<file path="config.mk">
export PLATFORM = sky130hd
export DESIGN_NAME = id_decode_core_flat
export DESIGN_NICKNAME = d
export VERILOG_FILES = /design/src/rtl/id_decode_core_if.sv /design/src/rtl/id_decode_core.sv /design/src/flat_wrapper.sv
export SDC_FILE = /design/constraint.sdc
export NUM_CORES = 2
export LEC_CHECK = 0
export CORE_MARGIN = 4
export CORE_UTILIZATION = 37
export DETAILED_ROUTE_END_ITERATION = 7
export DONT_BUFFER_PORTS = 1
export SYNTH_ARGS = -nofsm -noshare
export SYNTH_HDL_FRONTEND = slang
export SYNTH_SLANG_ARGS = --single-unit
</file>
<file path="constraint.sdc">
create_clock -name CLK -period 4.97 [get_ports CLK]
set_input_delay 0.994 -clock CLK [delete_from_list [all_inputs] [get_ports CLK]]
set_output_delay 0.994 -clock CLK [all_outputs]
set_load 0.02 [all_outputs]
</file>
<file path="src/rtl/id_decode_core_if.sv">
// Bus between the ID stage and the decode core: instruction/PC in, writeback port in,
// register read data, destination select, control flags and branch/jump target out.
interface id_decode_core_if;
    logic [31:0] Instr;
    logic [31:0] Instr_PC_Plus4;
    logic [31:0] JumpRegValue;
    logic [4:0]  WriteReg;
    logic [31:0] WriteData;
    logic        Write;

    logic [31:0] DataA;
    logic [31:0] DataB;
    logic [31:0] DataC;
    logic [4:0]  DestReg;
    logic        Link;
    logic        RegDest;
    logic        Jump;
    logic        Branch;
    logic        MemRead;
    logic        MemWrite;
    logic        ALUSrc;
    logic        RegWrite;
    logic        JumpRegister;
    logic        SignOrZero;
    logic        Syscall;
    logic [5:0]  ALUControl;
    logic [31:0] AltPC;

    modport master (
        output Instr, Instr_PC_Plus4, JumpRegValue, WriteReg, WriteData, Write,
        input  DataA, DataB, DataC, DestReg, Link, RegDest, Jump, Branch, MemRead,
               MemWrite, ALUSrc, RegWrite, JumpRegister, SignOrZero, Syscall,
               ALUControl, AltPC
    );

    modport slave (
        input  Instr, Instr_PC_Plus4, JumpRegValue, WriteReg, WriteData, Write,
        output DataA, DataB, DataC, DestReg, Link, RegDest, Jump, Branch, MemRead,
               MemWrite, ALUSrc, RegWrite, JumpRegister, SignOrZero, Syscall,
               ALUControl, AltPC
    );
endinterface

</file>
<file path="src/rtl/id_decode_core.sv">
// MIPS-style ID-stage core: 32x32 register file, instruction decode, destination
// select and branch/jump target. Everything except the register write is combinational.
module id_decode_core (
    input  logic             CLK,
    input  logic             RESET,
    id_decode_core_if.slave  bus
);
    logic [5:0]  op;
    logic [4:0]  rs;
    logic [4:0]  rt;
    logic [4:0]  rd;
    logic [5:0]  funct;
    logic [15:0] imm;

    assign op    = bus.Instr[31:26];
    assign rs    = bus.Instr[25:21];
    assign rt    = bus.Instr[20:16];
    assign rd    = bus.Instr[15:11];
    assign funct = bus.Instr[5:0];
    assign imm   = bus.Instr[15:0];

    logic       link, reg_dest, jump, branch, mem_read, mem_write;
    logic       alu_src, reg_write, jump_reg, sign_or_zero, syscall;
    logic [5:0] alu_ctrl;

    always_comb begin
        link         = 1'b0;
        reg_dest     = 1'b0;
        jump         = 1'b0;
        branch       = 1'b0;
        mem_read     = 1'b0;
        mem_write    = 1'b0;
        alu_src      = 1'b0;
        reg_write    = 1'b0;
        jump_reg     = 1'b0;
        sign_or_zero = 1'b0;
        syscall      = 1'b0;
        alu_ctrl     = 6'h00;
        case (op)
            6'h00: begin
                case (funct)
                    6'h00, 6'h02, 6'h03, 6'h04, 6'h06,
                    6'h20, 6'h21, 6'h22, 6'h23, 6'h24,
                    6'h25, 6'h26, 6'h27, 6'h2A, 6'h2B: begin
                        reg_dest     = 1'b1;
                        reg_write    = 1'b1;
                        alu_ctrl     = funct;
                        sign_or_zero = 1'b1;
                    end
                    6'h08: begin
                        jump         = 1'b1;
                        jump_reg     = 1'b1;
                        sign_or_zero = 1'b1;
                    end
                    6'h09: begin
                        jump         = 1'b1;
                        jump_reg     = 1'b1;
                        reg_dest     = 1'b1;
                        reg_write    = 1'b1;
                        alu_ctrl     = 6'h21;
                        sign_or_zero = 1'b1;
                    end
                    6'h0C: syscall = 1'b1;
                    default: ;
                endcase
            end
            6'h01: begin
                case (rt)
                    5'd0, 5'd1: begin
                        branch       = 1'b1;
                        sign_or_zero = 1'b1;
                    end
                    5'd16, 5'd17: begin
                        branch       = 1'b1;
                        link         = 1'b1;
                        reg_write    = 1'b1;
                        alu_ctrl     = 6'h21;
                        sign_or_zero = 1'b1;
                    end
                    default: ;
                endcase
            end
            6'h02: begin
                jump         = 1'b1;
                sign_or_zero = 1'b1;
            end
            6'h03: begin
                jump         = 1'b1;
                link         = 1'b1;
                reg_write    = 1'b1;
                alu_ctrl     = 6'h21;
                sign_or_zero = 1'b1;
            end
            6'h04, 6'h05, 6'h06, 6'h07: begin
                branch       = 1'b1;
                sign_or_zero = 1'b1;
            end
            // Logical immediates zero-extend; all other immediates sign-extend.
            6'h08, 6'h09, 6'h0A, 6'h0B, 6'h0C, 6'h0D, 6'h0E, 6'h0F: begin
                alu_src      = 1'b1;
                reg_write    = 1'b1;
                sign_or_zero = !(op == 6'h0C || op == 6'h0D || op == 6'h0E);
                case (op)
                    6'h08:   alu_ctrl = 6'h20;
                    6'h09:   alu_ctrl = 6'h21;
                    6'h0A:   alu_ctrl = 6'h2A;
                    6'h0B:   alu_ctrl = 6'h2B;
                    6'h0C:   alu_ctrl = 6'h24;
                    6'h0D:   alu_ctrl = 6'h25;
                    6'h0E:   alu_ctrl = 6'h26;
                    default: alu_ctrl = 6'h3F;
                endcase
            end
            6'h20, 6'h21, 6'h23, 6'h24, 6'h25: begin
                mem_read     = 1'b1;
                reg_write    = 1'b1;
                alu_src      = 1'b1;
                alu_ctrl     = 6'h21;
                sign_or_zero = 1'b1;
            end
            6'h28, 6'h29, 6'h2B: begin
                mem_write    = 1'b1;
                alu_src      = 1'b1;
                alu_ctrl     = 6'h21;
                sign_or_zero = 1'b1;
            end
            default: ;
        endcase
    end

    logic [4:0] dest_reg;
    assign dest_reg = reg_dest ? rd : (link ? 5'd31 : rt);

    logic [31:0] branch_off;
    assign branch_off = {{14{imm[15]}}, imm, 2'b00};

    always_comb begin
        if (jump_reg)
            bus.AltPC = bus.JumpRegValue;
        else if (jump)
            bus.AltPC = {bus.Instr_PC_Plus4[31:28], bus.Instr[25:0], 2'b00};
        else
            bus.AltPC = bus.Instr_PC_Plus4 + branch_off;
    end

    // No write-to-read bypass: reads see regs_q, which updates only at the edge.
    logic [31:0] regs_q [32];
    logic [31:0] regs_d [32];

    always_comb begin
        regs_d = regs_q;
        if (bus.Write && bus.WriteReg != 5'd0)
            regs_d[bus.WriteReg] = bus.WriteData;
    end

    always_ff @(posedge CLK or negedge RESET) begin
        if (!RESET) begin
            for (int i = 0; i < 32; i++)
                regs_q[i] <= 32'h0;
        end else begin
            regs_q <= regs_d;
        end
    end

    assign bus.DataA = (rs == 5'd0)       ? 32'h0 : regs_q[rs];
    assign bus.DataB = (rt == 5'd0)       ? 32'h0 : regs_q[rt];
    assign bus.DataC = (dest_reg == 5'd0) ? 32'h0 : regs_q[dest_reg];

    assign bus.DestReg      = dest_reg;
    assign bus.Link         = link;
    assign bus.RegDest      = reg_dest;
    assign bus.Jump         = jump;
    assign bus.Branch       = branch;
    assign bus.MemRead      = mem_read;
    assign bus.MemWrite     = mem_write;
    assign bus.ALUSrc       = alu_src;
    assign bus.RegWrite     = reg_write;
    assign bus.JumpRegister = jump_reg;
    assign bus.SignOrZero   = sign_or_zero;
    assign bus.Syscall      = syscall;
    assign bus.ALUControl   = alu_ctrl;
endmodule

</file>
<file path="src/flat_wrapper.sv">
// flat-port wrapper written by rule: the top's interface ports become plain ports
module id_decode_core_flat 
  (CLK, RESET, bus_Instr, bus_Instr_PC_Plus4, bus_JumpRegValue, bus_WriteReg, bus_WriteData, bus_Write, bus_DataA, bus_DataB, bus_DataC, bus_DestReg, bus_Link, bus_RegDest, bus_Jump, bus_Branch, bus_MemRead, bus_MemWrite, bus_ALUSrc, bus_RegWrite, bus_JumpRegister, bus_SignOrZero, bus_Syscall, bus_ALUControl, bus_AltPC);
  id_decode_core_if bus_i ();
  input  logic CLK;
  input  logic RESET;
  input wire logic [$bits(bus_i.Instr)-1:0] bus_Instr;
  input wire logic [$bits(bus_i.Instr_PC_Plus4)-1:0] bus_Instr_PC_Plus4;
  input wire logic [$bits(bus_i.JumpRegValue)-1:0] bus_JumpRegValue;
  input wire logic [$bits(bus_i.WriteReg)-1:0] bus_WriteReg;
  input wire logic [$bits(bus_i.WriteData)-1:0] bus_WriteData;
  input wire logic [$bits(bus_i.Write)-1:0] bus_Write;
  output wire logic [$bits(bus_i.DataA)-1:0] bus_DataA;
  output wire logic [$bits(bus_i.DataB)-1:0] bus_DataB;
  output wire logic [$bits(bus_i.DataC)-1:0] bus_DataC;
  output wire logic [$bits(bus_i.DestReg)-1:0] bus_DestReg;
  output wire logic [$bits(bus_i.Link)-1:0] bus_Link;
  output wire logic [$bits(bus_i.RegDest)-1:0] bus_RegDest;
  output wire logic [$bits(bus_i.Jump)-1:0] bus_Jump;
  output wire logic [$bits(bus_i.Branch)-1:0] bus_Branch;
  output wire logic [$bits(bus_i.MemRead)-1:0] bus_MemRead;
  output wire logic [$bits(bus_i.MemWrite)-1:0] bus_MemWrite;
  output wire logic [$bits(bus_i.ALUSrc)-1:0] bus_ALUSrc;
  output wire logic [$bits(bus_i.RegWrite)-1:0] bus_RegWrite;
  output wire logic [$bits(bus_i.JumpRegister)-1:0] bus_JumpRegister;
  output wire logic [$bits(bus_i.SignOrZero)-1:0] bus_SignOrZero;
  output wire logic [$bits(bus_i.Syscall)-1:0] bus_Syscall;
  output wire logic [$bits(bus_i.ALUControl)-1:0] bus_ALUControl;
  output wire logic [$bits(bus_i.AltPC)-1:0] bus_AltPC;
  assign bus_i.Instr = bus_Instr;
  assign bus_i.Instr_PC_Plus4 = bus_Instr_PC_Plus4;
  assign bus_i.JumpRegValue = bus_JumpRegValue;
  assign bus_i.WriteReg = bus_WriteReg;
  assign bus_i.WriteData = bus_WriteData;
  assign bus_i.Write = bus_Write;
  assign bus_DataA = bus_i.DataA;
  assign bus_DataB = bus_i.DataB;
  assign bus_DataC = bus_i.DataC;
  assign bus_DestReg = bus_i.DestReg;
  assign bus_Link = bus_i.Link;
  assign bus_RegDest = bus_i.RegDest;
  assign bus_Jump = bus_i.Jump;
  assign bus_Branch = bus_i.Branch;
  assign bus_MemRead = bus_i.MemRead;
  assign bus_MemWrite = bus_i.MemWrite;
  assign bus_ALUSrc = bus_i.ALUSrc;
  assign bus_RegWrite = bus_i.RegWrite;
  assign bus_JumpRegister = bus_i.JumpRegister;
  assign bus_SignOrZero = bus_i.SignOrZero;
  assign bus_Syscall = bus_i.Syscall;
  assign bus_ALUControl = bus_i.ALUControl;
  assign bus_AltPC = bus_i.AltPC;
  id_decode_core u_core (.CLK(CLK), .RESET(RESET), .bus(bus_i));
endmodule
</file>
# == After elaboration in Yosys (flattened, before gate mapping) ==
# Cells that the tools add are included.
# totals
ff_bits,1024
in_bits,136
output_inout_bits,150
# classes
add_sub_neg,1
magnitude_cmp,5
eq_ne,43
mux,40
n_bitwise,4
reduce_logical,26
# op_table
op,count
$bwmux 1024,1
$bmux 32 s5,3
$mux 32,12
$demux 32 s5,1
$eq 6x6->1 const B,18
$eq 6x4->1 const B,11
$eq 6x3->1 const B,6
$pmux 5 s7,1
$add 32x32->32,1
$reduce_or 16->1,2
$reduce_or 14->1,2
$eq 6x2->1 const B,4
$ge 6x6->1 const B,4
$not 5->6,4
$pmux 6 s4,1
$reduce_or 17->1,1
$logic_not 5->1,3
$reduce_or 15->1,1
$logic_not 6->1,2
$mux 1,12
$pmux 6 s2,1
$eq 5x5->1 const B,2
$mux 5,2
$reduce_or 9->1,1
other kinds (16),23

# == Longest topological paths before layout ==
# depth
depth_word,11
depth_mapped,15
ltp_nobuf,11

# == Least setup slack after synthesis ==
# Ideal clock, no wire load.
# synth_path
path_kind,input -> output
from,input port bus_Instr[17]
to,output port bus_DataC[21]
arrival_time_ps,3878
path_slack_ps,98
cell_stages,14
cell_sequence,clkbuf_1 -> or4b_1 -> a211oi_4 -> nor2_2 -> o21ai_4 -> nand2_4 -> inv_4 -> buf_6 -> buf_6 -> buf_2 -> nand2_1 -> a31oi_1 -> o22ai_1 -> o22ai_1
# synth_between
elab_chain_cells,11
# synth_lines
item,line,rtl
"start, declared",flat_wrapper.sv:7,input wire logic [$bits(bus_i.Instr)-1:0] bus_Instr;
$eq 5x5->1,id_decode_core.sv:68,case (rt)
$reduce_or 2->1 *,id_decode_core.sv:68,
$mux 1 *,id_decode_core.sv:68,
$pmux 1 s2 *,id_decode_core.sv:39,case (op)
net bus_Link,flat_wrapper.sv:17,output wire logic [$bits(bus_i.Link)-1:0] bus_Link;
$mux 5 * (2 in series),id_decode_core.sv:132,assign dest_reg = reg_dest ? rd : (link ? 5'd31 : rt);
net bus_DestReg[0],flat_wrapper.sv:16,output wire logic [$bits(bus_i.DestReg)-1:0] bus_DestReg;
$not 5->6 (not written as such),id_decode_core.sv:167,assign bus.DataC = (dest_reg == 5'd0) ? 32'h0 : regs_q[dest_reg];
$bmux 32 s5,id_decode_core.sv:167,
$mux 32 (not written as such) (2 in series),id_decode_core.sv:167,
$mux 32 *,id_decode_core.sv:167,
"end, declared",flat_wrapper.sv:15,output wire logic [$bits(bus_i.DataC)-1:0] bus_DataC;
# The timed path passes the listed nets; every way through them passes the cells marked *. The select of a mux whose other input is x is not followed.

# == Worst setup path after layout ==
# layout_path
from,input port bus_Instr[17]
to,output port bus_DataC[18]
# layout_between
elab_chain_cells,11
# layout_lines
item,line
$eq 5x5->1,id_decode_core.sv:68
$reduce_or 2->1,id_decode_core.sv:68
$mux 1,id_decode_core.sv:68
$pmux 1 s2,id_decode_core.sv:39
$mux 5 * (2 in series),id_decode_core.sv:132
$not 5->6 (not written as such),id_decode_core.sv:167
$bmux 32 s5,id_decode_core.sv:167
$mux 32 (not written as such) (2 in series),id_decode_core.sv:167
$mux 32 *,id_decode_core.sv:167
# Mark *: on every way between the ends. The rest lies on a longest branch, timed or not. The select of a mux whose other input is x is not followed.

==> summary.md <==
| Metric | Value |
|---|---|
| Crit path kind | in2out |
| Clock buffer depth | 3 |
| Initial Util | 37.3% |
| Most flop-heavy register | u_core.regs_q |
| Status | finished, violations left |
| Clock latency reported for the late side of the worst-skew pair | 0.78 ns |
| Final Cycle Share | 103% |
| Worst Skew | 0 ns |
| Post-DP HPWL | between 100 and 150 mm |
| Final nets | just over 5k |
| Global placer's final weighted congestion | about 0.89 |
| Wirelength per Cell | ~32 um |
| Dpl cell area | between 0.06 and 0.07 mm2 |
| Top post-synthesis cells by area | dfrtp_1, mux4_2, mux2_2, mux2i_1, clkbuf_1 |
| Failing checks | setup timing |
| F_max | between 0.15 and 0.2 GHz |
| Worst-margin pin slew | around 1.2 ns |
| Post-synthesis sequential area ratio | between 30% and 40% |
| Slew headroom | about a fifth |
| CP startpoint | bus_Instr[17] |
| #FFs+latches synth | slightly above 1k |
| Yosys warns | 0 |
| EDFF count, synth | 0 |
| Fill cell count | 15.8k |
| Setup violators final | 17 |
| CTS clk-pin slew, worst paths | 0.06 ns |
| CTS tree | built |
| Worst hold-check path type | in2async |
| Fin. max-slew vios | 0 |
| Max Cap Viol | 0 |
| Finished Layout Cells | between 7k and 8k |
| Cells after Synth | roughly 5.0k |
| DR vias | just under 50k |
| Synth area leader | dfrtp_1 |
| Post-route DRC violation count | 0 |
| Commonest non-fill, non-tap cells in the layout | dfrtp_1, mux2_2, mux4_2 |
| Post-Syn Area | roughly 0.065 mm2 |
| Setup_tns | -0.829 ns |
| H-tree depth | 3 |
| Largest register FFs | roughly 1.0k |
| Chip width | between 400 and 500 um |
| Syn_area_per_cell | 13.1 um2 |
| Gr usage total | approximately a quarter |
| Crit-path max FO | 260 |
| I/O pins | between 200 and 300 |
| PD cells | roughly 370 mW/mm2 |
| Row Count | roughly 150 |
| RSZ-0062 raised after global routing | true |
| Critical path endpoint category | primary output |
| Sink Count | about 1.0k |
| Final hold vios | 0 |
| CP required | roughly 4.0 ns |
| Die ar. | ~0.18 mm2 |
| Leak Pwr | 0.0319 uW |
| Gr ovfl total | 0 |
| Final critical-path required period | between 5 and 6 ns |
| Crit start category | input port |
| Hold Buf Count CTS | 0 |
| TritonRoute pass-1 iters | 7 |
| Cell variety after synth | roughly 70 |
| Clock buffer count from CTS | ~120 |
| Final WL | 238 mm |
| Syn_nets | around 5.1k |
| Largest registers | u_core.regs_q: 1024 flops |
| Largest net degree at the start of global routing | ~260 |
| Setup WS pre-CTS | -0.688 ns |
| Number of I/O port buffers | 0 |
| R2R Path Start | u_core.regs_q[874] |
| Layout cells sized above 1 | about 47% |
| Post-DRT Antenna Nets | 0 |
| Die H | between 400 and 500 um |
| Initial antenna violation count | 1 |
| Initial DRC count | approximately 5.4k |
| Fin worst setup slack | -0.166 ns |
| Worst vdd ir | approximately 0.00030 V |
| Most used DFF post-synth | dfrtp_1 |
| Placed insts | about 7k |
| Number of global-route vias before repair | around 48k |
| Layout area overhead | 15.7% |
| First-pass GRT wire length | between 300 and 400 mm |
| Most common cell after layout, fill and taps aside | dfrtp_1 |
| Routed vias/inst | 6.56 |
| Post-synth ARST share | 100% |
| Arr. time, crit path | just over 4 ns |
| Yosys top cell area share | roughly 40% |
| Finished Cell Area | ~0.075 mm2 |
| Clock Tree Root | clkbuf_16 |
| Core ar. | between 0.15 and 0.2 mm2 |
==> Yosys cell counts, types with 50 or more instances <==
library cell  number
mux2i_1          306
a31oi_1          107
o22ai_1          189
nand2_1          320
and3_1           136
clkbuf_1         386
mux2_2           996
buf_1            105
nor2_1           136
o21ai_0           50
dfrtp_1         1024
mux4_2           644
a211oi_1         132
==> kinds of logic (layout without fill, tap and decap cells) <==
group	count (synthesis)	in the layout	share of synthesized area, %
adders and majority gates	31	31	0.605
and+or+nand+nor	707	707	5.07
buffers and inverters	584	636	3.69
other	0	1	0
AOI/OAI and AO/OA	650	650	6.60
DFF	1024	1024	39.4
muxes	1946	1946	44.3
xor gates and xnor gates	23	23	0.310
==> cell type report <==
type	count	area (um2)	share of cell area, %
multi-input cells	3357	37800	50.3
flip-flops and latches	1024	25600	34.1
repair buffers	396	4580	6.09
clock buffers	175	3470	4.61
well taps	2325	2910	3.87
clock inverters	45	668	0.889
inverters	19	110	0.146
repair inverters	1	16.3	0.0216
diodes	1	2.50	0.00333
==> critical path, stage by stage <==
cell and delay, ns:
or4b_4 0.57, a211oi_4 0.25, buf_6 0.17, nor2_4 0.04, o21ai_4 0.11, nand2_8 0.13, clkinv_16 0.11, buf_16 0.15
buf_12 0.14, mux2i_1 0.23, o22ai_2 0.13, nor4_4 0.48, buf_4 0.18, o22ai_1 0.10, buf_4 0.18
==> through the flow <==
step	power, uW	utilization, %	hold slack [ns]
6_report	27800	43.2	0.141
5_1_grt	28900	43.2	0.175
4_1_cts	27700	42.5	0.127
3_5_place_dp	18300	39.8	0.402
3_3_place_gp	18100	39.8	0.397
2_1_floorplan	16400	-	0.456
==> worst paths after layout <==
kind / endpoint / slack (ns) / cells past startpoint
min in group CLK: u_core.regs_q[757] / 0.34 / 1
min: u_core.regs_q[361] / 0.14 / 1
max: bus_DataC[18] / -0.17 / 15
max in group asynchronous: u_core.regs_q[824] / 3.53 / 2
max reg2reg: u_core.regs_q[874] / 4.13 / 1
min reg2reg: u_core.regs_q[1012] / 0.42 / 0
==> metal layers <==
layer	track usage (%)	up-vias	routed length [um]
li1	-	19387	-
met4	13.1	0	13200
met1	32.9	25513	93100
met3	4.90	622	19800
met2	41.0	2634	112000
met5	0	-	0
==> what timing repair did <==
| item | 4_1_cts | 5_1_grt |
|---|---|---|
| gates resized for setup | 32 | 118 |
| cloned | 6 | 9 |
| setup endpoints to repair | 32 | 34 |
| hold endpoints to repair | 0 | 0 |
| setup buffers | 20 | 34 |
| pin swaps | 18 | 27 |
==> report_power, final <==
part	internal (uW)	total, uW	switching, uW	leakage [uW]
clock network	5420	9280	3870	0.00203
logic	4160	7080	2910	0.0167
registers	9910	11500	1570	0.0132
No activity file was read; power rests on OpenSTA's default activity.
